===== src/rtl/multicycle_ctrl_pkg.sv =====
`default_nettype none
// ============================================================================
// Module      : multicycle_ctrl_pkg
// Description : Shared constants for the multi-cycle MIPS control FSM.
//               Contents: FSM state encoding, the INST_* decoded instruction
//               codes, PC source, register destination and writeback
//               selects, and small instruction classification helpers.
// Revision    : 1.0 - initial release
// ============================================================================
package multicycle_ctrl_pkg;

  typedef enum logic [2:0] {
    STATE_FETCH  = 3'd0,
    STATE_DECODE = 3'd1,
    STATE_EXEC   = 3'd2,
    STATE_MEM    = 3'd3,
    STATE_WB     = 3'd4,
    STATE_HALT   = 3'd5
  } state_e;

  // Decoded instruction codes. Every code not listed here is treated as
  // unknown and retires like a NOP.
  localparam logic [5:0] INST_NOP   = 6'd0;
  localparam logic [5:0] INST_ADDU  = 6'd1;
  localparam logic [5:0] INST_SUBU  = 6'd2;
  localparam logic [5:0] INST_SLT   = 6'd3;
  localparam logic [5:0] INST_ORI   = 6'd4;
  localparam logic [5:0] INST_LUI   = 6'd5;
  localparam logic [5:0] INST_ADDI  = 6'd6;
  localparam logic [5:0] INST_ADDIU = 6'd7;
  localparam logic [5:0] INST_LW    = 6'd8;
  localparam logic [5:0] INST_LB    = 6'd9;
  localparam logic [5:0] INST_SW    = 6'd10;
  localparam logic [5:0] INST_SB    = 6'd11;
  localparam logic [5:0] INST_BEQ   = 6'd12;
  localparam logic [5:0] INST_J     = 6'd13;
  localparam logic [5:0] INST_JAL   = 6'd14;
  localparam logic [5:0] INST_JR    = 6'd15;
  localparam logic [5:0] INST_JALR  = 6'd16;
  localparam logic [5:0] INST_HLT   = 6'd17;

  localparam logic [1:0] PCSRC_PC4    = 2'd0;
  localparam logic [1:0] PCSRC_BRANCH = 2'd1;
  localparam logic [1:0] PCSRC_JUMP   = 2'd2;
  localparam logic [1:0] PCSRC_RS     = 2'd3;

  localparam logic [1:0] REGDST_RT = 2'd0;
  localparam logic [1:0] REGDST_RD = 2'd1;
  localparam logic [1:0] REGDST_RA = 2'd2;

  localparam logic [1:0] WBSEL_ALU = 2'd0;
  localparam logic [1:0] WBSEL_MEM = 2'd1;
  localparam logic [1:0] WBSEL_PC4 = 2'd2;

  function automatic logic inst_is_load(input logic [5:0] inst);
    return (inst == INST_LW) || (inst == INST_LB);
  endfunction

  function automatic logic inst_is_store(input logic [5:0] inst);
    return (inst == INST_SW) || (inst == INST_SB);
  endfunction

  function automatic logic inst_is_byte(input logic [5:0] inst);
    return (inst == INST_LB) || (inst == INST_SB);
  endfunction

  function automatic logic inst_uses_imm(input logic [5:0] inst);
    return (inst == INST_ORI)  || (inst == INST_LUI)   ||
           (inst == INST_ADDI) || (inst == INST_ADDIU) ||
           inst_is_load(inst)  || inst_is_store(inst);
  endfunction

  // Three-register ALU ops write rd instead of rt.
  function automatic logic inst_writes_rd(input logic [5:0] inst);
    return (inst == INST_ADDU) || (inst == INST_SUBU) || (inst == INST_SLT);
  endfunction

endpackage
`default_nettype wire


===== src/rtl/multicycle_ctrl_memwait.sv =====
`default_nettype none
// ============================================================================
// Module      : multicycle_ctrl_memwait
// Description : Memory handshake helper shared by the FETCH and MEM phases.
//               Acknowledges a request when mem_ready arrives and, when
//               MEM_TIMEOUT > 0, flags a timeout on the MEM_TIMEOUT-th
//               consecutive unacknowledged request cycle.
// Ports       : clk, rst       - clock, asynchronous active-high reset
//               req            - a request is being driven this cycle
//               mem_ready      - memory acknowledge
//               ack            - request completes this cycle
//               timeout        - request has waited too long this cycle
// Revision    : 1.0 - initial release
// ============================================================================
module multicycle_ctrl_memwait #(
  parameter int unsigned MEM_TIMEOUT = 0
) (
  input  logic clk,
  input  logic rst,
  input  logic req,
  input  logic mem_ready,
  output logic ack,
  output logic timeout
);

  // mem_ready outside a request is ignored.
  assign ack = req & mem_ready;

  generate
    if (MEM_TIMEOUT > 0) begin : g_timeout
      localparam int unsigned    CW    = (MEM_TIMEOUT > 1) ? $clog2(MEM_TIMEOUT) : 1;
      localparam logic [CW-1:0]  LIMIT = CW'(MEM_TIMEOUT - 1);

      logic [CW-1:0] wait_cnt_q;
      logic [CW-1:0] wait_cnt_d;
      logic          w_stall;

      assign w_stall = req & ~mem_ready;

      // Counts stalled cycles of the current request; any gap or ack
      // restarts the count so back-to-back requests are timed separately.
      always_comb begin
        wait_cnt_d = '0;
        if (w_stall && (wait_cnt_q != LIMIT)) begin
          wait_cnt_d = wait_cnt_q + 1'b1;
        end
      end

      always_ff @(posedge clk or posedge rst) begin
        if (rst) begin
          wait_cnt_q <= '0;
        end else begin
          wait_cnt_q <= wait_cnt_d;
        end
      end

      assign timeout = w_stall & (wait_cnt_q == LIMIT);
    end else begin : g_no_timeout
      logic w_unused;
      assign w_unused = ^{clk, rst};
      assign timeout  = 1'b0;
    end
  endgenerate

endmodule
`default_nettype wire


===== src/rtl/multicycle_ctrl.sv =====
`default_nettype none
// ============================================================================
// Module      : multicycle_ctrl
// Description : Multi-cycle control FSM for the MIPS core. Sequences
//               FETCH/DECODE/EXEC/MEM/WB/HALT from the decoded instruction
//               code and drives PC/IR/regfile strobes, datapath selects and
//               the single-port memory request handshake.
// Ports       : clk, rst        - clock, asynchronous active-high reset
//               dec_inst        - decoded instruction code (INST_*)
//               zero, ovf       - ALU flags, sampled in EXEC
//               mem_ready       - memory acknowledge
//               state           - current FSM state (debug)
//               pc_we, pc_src   - PC write strobe and source select
//               ir_we           - IR load strobe
//               mem_req/sel/we/byte - memory request and qualifiers
//               alu_src_imm     - ALU B operand is the immediate
//               reg_we/dst, wb_sel - register writeback control
//               halted, mem_err - halt status, sticky memory timeout
// Options     : MULTICYCLE_CTRL_PERF_EN adds cycle_cnt and inst_cnt outputs.
// Revision    : 1.0 - initial release
// ============================================================================
module multicycle_ctrl
  import multicycle_ctrl_pkg::*;
#(
  parameter int unsigned MEM_TIMEOUT = 0
) (
  input  logic        clk,
  input  logic        rst,
  input  logic [5:0]  dec_inst,
  input  logic        zero,
  input  logic        ovf,
  input  logic        mem_ready,
  output logic [2:0]  state,
  output logic        pc_we,
  output logic [1:0]  pc_src,
  output logic        ir_we,
  output logic        mem_req,
  output logic        mem_sel,
  output logic        mem_we,
  output logic        mem_byte,
  output logic        alu_src_imm,
  output logic        reg_we,
  output logic [1:0]  reg_dst,
  output logic [1:0]  wb_sel,
  output logic        halted,
  output logic        mem_err
`ifdef MULTICYCLE_CTRL_PERF_EN
  ,
  output logic [31:0] cycle_cnt,
  output logic [31:0] inst_cnt
`endif
);

  state_e     state_q, state_d;
  logic [5:0] cur_inst_q, cur_inst_d;
  logic       ovf_q, ovf_d;
  logic       mem_err_q, mem_err_d;

  logic       w_mem_phase;
  logic       w_ack;
  logic       w_timeout;

  logic       w_pc_we;
  logic [1:0] w_pc_src;
  logic       w_ir_we;
  logic       w_mem_sel;
  logic       w_mem_we;
  logic       w_mem_byte;
  logic       w_alu_src_imm;
  logic       w_reg_we;
  logic [1:0] w_reg_dst;
  logic [1:0] w_wb_sel;
  logic       w_halted;

  assign w_mem_phase = (state_q == STATE_FETCH) || (state_q == STATE_MEM);

  multicycle_ctrl_memwait #(
    .MEM_TIMEOUT (MEM_TIMEOUT)
  ) u_memwait (
    .clk       (clk),
    .rst       (rst),
    .req       (w_mem_phase),
    .mem_ready (mem_ready),
    .ack       (w_ack),
    .timeout   (w_timeout)
  );

  always_comb begin
    state_d       = state_q;
    cur_inst_d    = cur_inst_q;
    ovf_d         = ovf_q;
    mem_err_d     = mem_err_q;
    w_pc_we       = 1'b0;
    w_pc_src      = PCSRC_PC4;
    w_ir_we       = 1'b0;
    w_mem_sel     = 1'b0;
    w_mem_we      = 1'b0;
    w_mem_byte    = 1'b0;
    w_alu_src_imm = 1'b0;
    w_reg_we      = 1'b0;
    w_reg_dst     = REGDST_RT;
    w_wb_sel      = WBSEL_ALU;
    w_halted      = 1'b0;

    case (state_q)
      STATE_FETCH: begin
        if (w_ack) begin
          w_ir_we  = 1'b1;
          w_pc_we  = 1'b1;
          w_pc_src = PCSRC_PC4;
          state_d  = STATE_DECODE;
        end else if (w_timeout) begin
          mem_err_d = 1'b1;
          state_d   = STATE_HALT;
        end
      end

      // cur_inst is still loading here, so decode straight from dec_inst.
      STATE_DECODE: begin
        cur_inst_d = dec_inst;
        case (dec_inst)
          INST_J: begin
            w_pc_we  = 1'b1;
            w_pc_src = PCSRC_JUMP;
            state_d  = STATE_FETCH;
          end
          INST_JAL: begin
            w_pc_we   = 1'b1;
            w_pc_src  = PCSRC_JUMP;
            w_reg_we  = 1'b1;
            w_reg_dst = REGDST_RA;
            w_wb_sel  = WBSEL_PC4;
            state_d   = STATE_FETCH;
          end
          INST_JR: begin
            w_pc_we  = 1'b1;
            w_pc_src = PCSRC_RS;
            state_d  = STATE_FETCH;
          end
          INST_JALR: begin
            w_pc_we   = 1'b1;
            w_pc_src  = PCSRC_RS;
            w_reg_we  = 1'b1;
            w_reg_dst = REGDST_RD;
            w_wb_sel  = WBSEL_PC4;
            state_d   = STATE_FETCH;
          end
          INST_HLT: begin
            state_d = STATE_HALT;
          end
          INST_ADDU, INST_SUBU, INST_SLT, INST_ORI, INST_LUI, INST_ADDI,
          INST_ADDIU, INST_LW, INST_LB, INST_SW, INST_SB, INST_BEQ: begin
            state_d = STATE_EXEC;
          end
          default: begin
            // NOP and unknown codes retire without side effects.
            state_d = STATE_FETCH;
          end
        endcase
      end

      STATE_EXEC: begin
        w_alu_src_imm = inst_uses_imm(cur_inst_q);
        // Overflow only matters at WB, one cycle after the flag is valid.
        ovf_d = ovf;
        if (cur_inst_q == INST_BEQ) begin
          if (zero) begin
            w_pc_we  = 1'b1;
            w_pc_src = PCSRC_BRANCH;
          end
          state_d = STATE_FETCH;
        end else if (inst_is_load(cur_inst_q) || inst_is_store(cur_inst_q)) begin
          state_d = STATE_MEM;
        end else begin
          state_d = STATE_WB;
        end
      end

      STATE_MEM: begin
        w_mem_sel  = 1'b1;
        w_mem_we   = inst_is_store(cur_inst_q);
        w_mem_byte = inst_is_byte(cur_inst_q);
        if (w_ack) begin
          state_d = inst_is_store(cur_inst_q) ? STATE_FETCH : STATE_WB;
        end else if (w_timeout) begin
          mem_err_d = 1'b1;
          state_d   = STATE_HALT;
        end
      end

      STATE_WB: begin
        w_reg_we  = ~((cur_inst_q == INST_ADDI) && ovf_q);
        w_reg_dst = inst_writes_rd(cur_inst_q) ? REGDST_RD : REGDST_RT;
        w_wb_sel  = inst_is_load(cur_inst_q) ? WBSEL_MEM : WBSEL_ALU;
        state_d   = STATE_FETCH;
      end

      STATE_HALT: begin
        w_halted = 1'b1;
      end

      default: begin
        state_d = STATE_FETCH;
      end
    endcase
  end

  always_ff @(posedge clk or posedge rst) begin
    if (rst) begin
      state_q    <= STATE_FETCH;
      cur_inst_q <= INST_NOP;
      ovf_q      <= 1'b0;
      mem_err_q  <= 1'b0;
    end else begin
      state_q    <= state_d;
      cur_inst_q <= cur_inst_d;
      ovf_q      <= ovf_d;
      mem_err_q  <= mem_err_d;
    end
  end

  // The reset state is FETCH, which would otherwise request memory; gating
  // with rst keeps every output quiet (and drops mem_req) while reset is held.
  assign state       = rst ? 3'd0 : state_q;
  assign pc_we       = w_pc_we       & ~rst;
  assign pc_src      = w_pc_src      & {2{~rst}};
  assign ir_we       = w_ir_we       & ~rst;
  assign mem_req     = w_mem_phase   & ~rst;
  assign mem_sel     = w_mem_sel     & ~rst;
  assign mem_we      = w_mem_we      & ~rst;
  assign mem_byte    = w_mem_byte    & ~rst;
  assign alu_src_imm = w_alu_src_imm & ~rst;
  assign reg_we      = w_reg_we      & ~rst;
  assign reg_dst     = w_reg_dst     & {2{~rst}};
  assign wb_sel      = w_wb_sel      & {2{~rst}};
  assign halted      = w_halted      & ~rst;
  assign mem_err     = mem_err_q     & ~rst;

`ifdef MULTICYCLE_CTRL_PERF_EN
  logic [31:0] cycle_cnt_q, cycle_cnt_d;
  logic [31:0] inst_cnt_q, inst_cnt_d;
  logic        w_retire;

  // An instruction retires whenever a post-fetch state hands back to FETCH
  // or HALT; this covers jumps, branches, stores, writebacks and HLT.
  assign w_retire = ((state_q == STATE_DECODE) || (state_q == STATE_EXEC) ||
                     (state_q == STATE_MEM)    || (state_q == STATE_WB)) &&
                    ((state_d == STATE_FETCH)  || (state_d == STATE_HALT));

  always_comb begin
    cycle_cnt_d = cycle_cnt_q;
    inst_cnt_d  = inst_cnt_q;
    if (state_q != STATE_HALT) begin
      cycle_cnt_d = cycle_cnt_q + 32'd1;
    end
    if (w_retire) begin
      inst_cnt_d = inst_cnt_q + 32'd1;
    end
  end

  always_ff @(posedge clk or posedge rst) begin
    if (rst) begin
      cycle_cnt_q <= 32'd0;
      inst_cnt_q  <= 32'd0;
    end else begin
      cycle_cnt_q <= cycle_cnt_d;
      inst_cnt_q  <= inst_cnt_d;
    end
  end

  assign cycle_cnt = cycle_cnt_q;
  assign inst_cnt  = inst_cnt_q;
`endif

endmodule
`default_nettype wire


===== config.mk =====
export PLATFORM = sky130hd
export DESIGN_NAME = multicycle_ctrl
export DESIGN_NICKNAME = d
export VERILOG_FILES = /design/src/rtl/multicycle_ctrl_pkg.sv /design/src/rtl/multicycle_ctrl_memwait.sv /design/src/rtl/multicycle_ctrl.sv
export SDC_FILE = /design/constraint.sdc
export NUM_CORES = 1
export LEC_CHECK = 0
export BUFFER_PORTS_ARGS = -buffer_cell sky130_fd_sc_hd__buf_2
export CORE_MARGIN = 2
export CORE_UTILIZATION = 55
export CTS_BUF_LIST = sky130_fd_sc_hd__clkbuf_4 sky130_fd_sc_hd__clkbuf_8
export DETAILED_ROUTE_END_ITERATION = 6
export PLACE_DENSITY = 0.84
export SETUP_SLACK_MARGIN = 0.5
export SYNTH_ARGS = -nofsm -noshare
export SYNTH_HDL_FRONTEND = slang
export SYNTH_SLANG_ARGS = --single-unit

===== constraint.sdc =====
create_clock -name clk -period 3.6 [get_ports clk]
set_input_delay 0.54 -clock clk [delete_from_list [all_inputs] [get_ports clk]]
set_output_delay 0.54 -clock clk [all_outputs]
set_load 0.005 [all_outputs]

==> results of run 1 <==
[through the flow]
step / hold WS, ns / instance area (µm²) / std cells / power [mW] / utilization, %
6_report: 0.344 / 1020 / 144 / 0.688 / 69.0
5_1_grt: 0.385 / 1020 / 144 / 0.737 / 69.0
4_1_cts: 0.365 / 1020 / 144 / 0.683 / 69.0
3_5_place_dp: 0.500 / 980 / 140 / 0.570 / 66.6
3_3_place_gp: 0.491 / 980 / 140 / 0.555 / 66.6
2_1_floorplan: 0.482 / 848 / 102 / 0.488 / -
[flip-flops by register name, summed over array words and instances, names as in the netlist]
signal      count
ovf_q           1
state_q         3
cur_inst_q      6
[worst register-to-register path: stages, from the launching register on]
cell and delay, ns:
dfrtp_1 0.54, nor3b_4 0.54, mux2_2 0.41
[cell families after synthesis]
family	Yosys count	share of synthesized area, %
muxes	8	10.6
xor gates and xnor gates	1	1.03
AOI/OAI and AO/OA	19	15.9
other	1	0.442
and+or+nand+nor	51	36.4
DFF	10	29.5
buffers and inverters	12	6.05
[layer usage]
| metal | GRT usage (%) | wire length, µm |
|---|---|---|
| met1 | 38.0 | 935 |
| met2 | 43.6 | 1170 |
| met3 | 4.26 | 207 |
| met4 | 12.1 | 55 |
| met5 | 0 | 0 |
[layout by cell type (no fill, tap or decap), types with 3 or more instances in the layout]
cell type / instances
o22ai_1: 4
nor4_1: 3
clkbuf_4: 3
nand3_1: 4
nand4b_1: 3
nand2_1: 9
nor2b_1: 5
dfrtp_1: 10
nor3_1: 5
a31oi_1: 3
nor2_1: 11
inv_1: 6
buf_2: 28
mux2_2: 8
[cell type report]
class | count | area [µm²] | area share [%]
Tap cell | 16 | 20.0 | 1.97
Multi-Input combinational cell | 80 | 547 | 53.8
Sequential cell | 10 | 250 | 24.6
Clock buffer | 4 | 36.3 | 3.57
Inverter | 6 | 22.5 | 2.22
Timing Repair Buffer | 28 | 140 | 13.8
[power groups by stage]
| stage | Sequential (mW) | Clock, mW | Combinational, mW |
|---|---|---|---|
| 5_1_grt | 0.282 | 0.115 | 0.340 |
| 4_1_cts | 0.267 | 0.106 | 0.310 |
| 6_report | 0.270 | 0.106 | 0.313 |
| 3_3_place_gp | 0.261 | 0 | 0.294 |
| 3_5_place_dp | 0.266 | 0 | 0.304 |
| 2_1_floorplan | 0.205 | 0 | 0.283 |
[final timing paths]
kind,start,endpoint,slack [ns],depth (start not counted)
max,state_q[0],reg_we,0.83,5
min,rst,state_q[0],0.34,2
max reg2reg,state_q[0],cur_inst_q[2],1.99,2
min reg2reg,ovf_q,ovf_q,0.52,1
max in group asynchronous,rst,ovf_q,2.95,2
min in group clk,ovf,ovf_q,0.50,2
==> metrics.md, run 1 <==
| Metric | Value |
|---|---|
| Via-per-instance ratio | 6.30 |
| Slowest CP cell | dfrtp_1 |
| Die Wd | roughly 43 µm |
| Buf+Inv Stages, Crit Path | 1 |
| Slowest stage delay, CP | 0.54 ns |
| H-tree depth | 1 |
| Total CTS buffers | 3 |
| WL/cell | roughly 16 µm |
| Fin crit share | roughly three quarters |
| Syn Std Cell Area | 848 µm² |
| Sw power | 298 µW |
| CTS tree | done |
| Post-synth top cells | 11 x nor2_1, 10 x dfrtp_1, 9 x nand2_1 |
| Die height | 43.3 µm |
| Sequential share of power | 39.2% |
| Max Cap Viol | 0 |
| Max clock buf depth | 2 |
| Reg clk slew, reported paths | 0.07 ns |
| Synth Register Bits | 10 |
| Post-route setup TNS | 0 ns |
| Clock skew | 0.00132 ns |
| Drt first pass iters | 4 |
| Top cell family by delay on the critical path | simple AND/OR/NAND/NOR gates |
| Switching Share | 43.2% |
| Antenna violations before repair | 0 |
| Worst Hold Class | in -> async |
| CTS sink cnt | 10 |
| GP Congestion | 0.845 |
| Worst-Skew Late Latency | 0.27 ns |
| Gate Count Post-Synth | 102 |
| Yosys cell types | 36 |
| Max-slew violation count | 0 |
| Async set-reset flop share out of synthesis | 100% |
| Unrepaired setup endpoints after global routing | no |
| Detailed-route via count | 907 |
| Placeable Area | approximately 0.0015 mm² |
| Syn_nets | 113 |
| Die Area | between 0.0015 and 0.002 mm² |
| Synth area leaders | dfrtp_1 29%, mux2_2 11%, nor2_1 4.9%, nand2_1 4.0%, nor2b_1 3.7% |
| Number of diodes | 0 |
| Post-synth top flop | dfrtp_1 |
| Filler cell count | 132 |
| Layout area overhead | 19.8% |
| Fin. Hold Viols | 0 |
| Vias in the first global route | 809 |
| Arr. time, crit path | 2.23 ns |
| Sequential area share after synthesis | 29.5% |
| DRC viols | 0 |
| Cell internal pwr | 391 µW |
| NumNets Final | between 100 and 150 |
| I/O pins | 30 |
| Placement Setup Slack | 1.14 ns |
| Syn_area_per_cell | around 8.3 µm² |
| Post-synth EDFFs | 0 |
| Setup WS post-layout | roughly 0.83 ns |
| Period minus WS final | 2.77 ns |
| Critical path cell sequence | nor3b_4 > nand2_1 > a211oi_1 > o21bai_1 > buf_2 |
| Final setup violation count | 0 |
| Gr usage total | 27.9% |
| Port buffer count | 28 |
| CTS root buf | clkbuf_4 |
| Outcome | complete, no violations |
| Cell taking the most area after synthesis | dfrtp_1 |
| Clock Power Share | 15.3% |
| Combinational power share | 45.5% |
| Synth top area share | between 20% and 30% |
| Leak pwr | around 0.47 nW |
| Worst Setup End Kind | output port |
| Remaining antenna violation count | 0 |
| Overflow left after global routing | 0 |
| Hold buffer count at CTS | 0 |
| Pin count of the biggest net entering global routing | 13 |
| First-pass GRT wire length | 3810 µm |
| Crit-path max FO | 11 |
| Measured slew at the worst slew-check pin | 0.516 ns |
| Critical path required time | 3.06 ns |
| Worst slew margin | between 60% and 70% |
| WS Path Type | reg -> out |
| Routed WL | 2370 µm |
| Startpoint types | register |
| Worst VDD drop | 0.000460 V |
| Yosys warns | 0 |
| Power Dens Cells | 678 mW/mm² |
| Share of cells above drive strength 1 | around a third |
| Std-Cell Rows | 14 |
| Fmax | 362 MHz |
| Post-CTS Setup Bufs | 0 |
| DP Wirelength | around 1700 µm |
| CTS resizes | 0 |
| Top-count cell post-synth | nor2_1 |
| Initial core utilization | 57.7% |
| First-iteration detailed-routing DRC count | between 50 and 60 |
(Power assumes the default switching activity.)
==> run 2: changes to the inputs <==
--- a/config.mk
+++ b/config.mk
@@ -7,10 +7,10 @@
 export LEC_CHECK = 0
 export BUFFER_PORTS_ARGS = -buffer_cell sky130_fd_sc_hd__buf_2
 export CORE_MARGIN = 2
-export CORE_UTILIZATION = 55
+export CORE_UTILIZATION = 51
 export CTS_BUF_LIST = sky130_fd_sc_hd__clkbuf_4 sky130_fd_sc_hd__clkbuf_8
 export DETAILED_ROUTE_END_ITERATION = 6
-export PLACE_DENSITY = 0.84
+export PLACE_DENSITY = 0.79
 export SETUP_SLACK_MARGIN = 0.5
 export SYNTH_ARGS = -nofsm -noshare
 export SYNTH_HDL_FRONTEND = slang
==> constraint.sdc (replaced) <==
create_clock -name clk -period 2.6 [get_ports clk]
set_input_delay 0.39 -clock clk [delete_from_list [all_inputs] [get_ports clk]]
set_output_delay 0.39 -clock clk [all_outputs]
set_load 0.005 [all_outputs]
==> run 2 against run 1 <==
Clock skew rose by 0.011 ns. Clock power rose by 35%. Register-to-register slack got worse by 0.94 ns. Non-clock buffer count rose by 9. Worst hold slack got worse by 0.25 ns. Die area rose by 7.1%. Critical path type unchanged. Largest power group unchanged.
==> metrics.md, run 2 (synthesized netlist as in run 1, its figures left out) <==
| Metric | Value |
|---|---|
| Outcome | complete, no violations |
| Fmax | approximately 480 MHz |
| Vias in the first global route | 778 |
| Biggest register | cur_inst_q |
| Die Wd | 44.8 µm |
| Slowest CP cell | dfrtp_2 |
| CTS root buf | clkbuf_4 |
| Arr. time, crit path | 1.68 ns |
| Max-slew violation count | 0 |
| Critical path cell sequence | nor2b_4 > nand2_2 > or4_4 > o22ai_2 > buf_2 |
| First-pass GRT wire length | roughly 3700 µm |
| First-iteration detailed-routing DRC count | 23 |
| Post-route setup TNS | 0 ns |
| H-tree depth | 1 |
| Commonest non-fill, non-tap cell in the layout | buf_2 |
| Placement Setup Slack | 0.502 ns |
| Clock skew | around 0.013 ns |
| CTS tree | done |
| Via-per-instance ratio | 6.17 |
| Die Area | roughly 0.002 mm² |
| Antenna violations before repair | 0 |
| Die height | 44.8 µm |
| Power Total | 1.06 mW |
| Placeable Area | around 0.0015 mm² |
| Std-Cell Rows | 14 |
| Max Cap Viol | 0 |
| Reg clk slew, reported paths | 0.07 ns |
| Share of cells above drive strength 1 | between 40% and 50% |
| GP Congestion | 0.852 |
| Worst VDD drop | approximately 0.00065 V |
| Crit-path max FO | 7 |
| Worst Setup End Kind | output port |
| Most frequent cells in the layout | 28 x buf_2, 9 x nor2_1, 9 x buf_4 |
| Worst Hold Class | in -> async |
| Slowest stage delay, CP | 0.45 ns |
| Final setup violation count | 0 |
| Drt first pass iters | 4 |
| Gr usage total | 26.2% |
| NumNets Final | ~150 |
| Max reg flops | 6 |
| Number of diodes | 0 |
| WL/cell | 15.2 µm |
| Setup WS post-layout | 0.530 ns |
| Critical path required time | approximately 2.2 ns |
| Remaining antenna violation count | 0 |
| Fin crit share | 79.6% |
| Final core utilization | between 70 and 80% |
| Fin. Hold Viols | 0 |
| CTS sink cnt | 10 |
| Pin count of the biggest net entering global routing | 11 |
| Hold buffer count at CTS | 0 |
| Startpoint types | register |
| I/O pins | 30 |
| DP Wirelength | 1680 µm |
| Period minus WS final | 2.07 ns |
| Leak pwr | 0.512 nW |
| Worst-Skew Late Latency | between 0.2 and 0.3 ns |
| Power Dens Cells | 944 mW/mm² |
| WS Path Type | reg -> out |
| Detailed-route via count | 944 |
| Buf+Inv Stages, Crit Path | 1 |
| Port buffer count | 28 |
| Layout area overhead | 31.7% |
| Initial core utilization | 55.0% |
| Total CTS buffers | 3 |
| Routed WL | 2320 µm |
| Top cell family by delay on the critical path | simple AND/OR/NAND/NOR gates |
| Overflow left after global routing | 0 |
| Largest regs | cur_inst_q x6, state_q x3, ovf_q x1 |
| Max clock buf depth | 2 |
| Unrepaired setup endpoints after global routing | yes |
| DRC viols | 0 |
==> run 2: cell types whose count changed in the layout (fill, tap and decap cells not counted), sizes merged <==
cell	previous run	this run
buf	28	37
==> run 2: through the flow <==
stage | hold slack, ns | area (µm²) | instances
floorplan | 0.452 | 848 | 102
detailed placement | 0.365 | 995 | 142
finish | 0.0916 | 1120 | 153
global placement | 0.370 | 995 | 142
CTS | 0.0856 | 1090 | 152
global route | 0.121 | 1120 | 153
==> run 2: repair_timing <==
action | 4_1_cts | 5_1_grt
buffers inserted | 6 | 1
pin swaps | 0 | 3
endpoints found under the setup margin | 4 | 3
resized for setup | 7 | 4
==> run 2: routing by layer <==
layer	vias up	GRT usage, %	part of all wire, %	routed length [µm]
met5	-	0	0	0
met4	0	11.8	3.9	91
met3	15	3.60	8.8	204
met2	63	42.6	46	1070
met1	423	34.6	41	955
li1	443	-	-	-
==> run 2: power by group <==
part	internal (mW)	switching [mW]	leakage, nW
clock	0.0851	0.0574	0.0210
combinational	0.304	0.250	0.373
sequential	0.235	0.123	0.117
total	0.625	0.431	0.512
==> run 2: path summary, 6_finish.rpt <==
| check | from | to | slack, ns | cells past startpoint |
|---|---|---|---|---|
| max reg2reg | state_q[1] | state_q[2] | 1.05 | 5 |
| min reg2reg | ovf_q | ovf_q | 0.53 | 1 |
| max in group asynchronous | rst | state_q[0] | 2.12 | 3 |
| min | rst | cur_inst_q[0] | 0.09 | 2 |
| min in group clk | ovf | ovf_q | 0.37 | 2 |
| max | state_q[2] | reg_dst[0] | 0.53 | 5 |
==> run 2: cell type report <==
type | instances | area [µm²]
Clock buffer | 4 | 36.3
Inverter | 6 | 22.5
Sequential cell | 10 | 254
Timing Repair Buffer | 37 | 208
Tap cell | 16 | 20.0
Multi-Input combinational cell | 80 | 577
Fill cell | 127 | 424
==> run 2: worst reg2reg max path, delay by kind of cell (launching register included) <==
family / cells / cell delay [ns]
buf+inv: 1 / 0.16
simple gates: 2 / 0.51
compound gates: 2 / 0.31
flops: 1 / 0.46
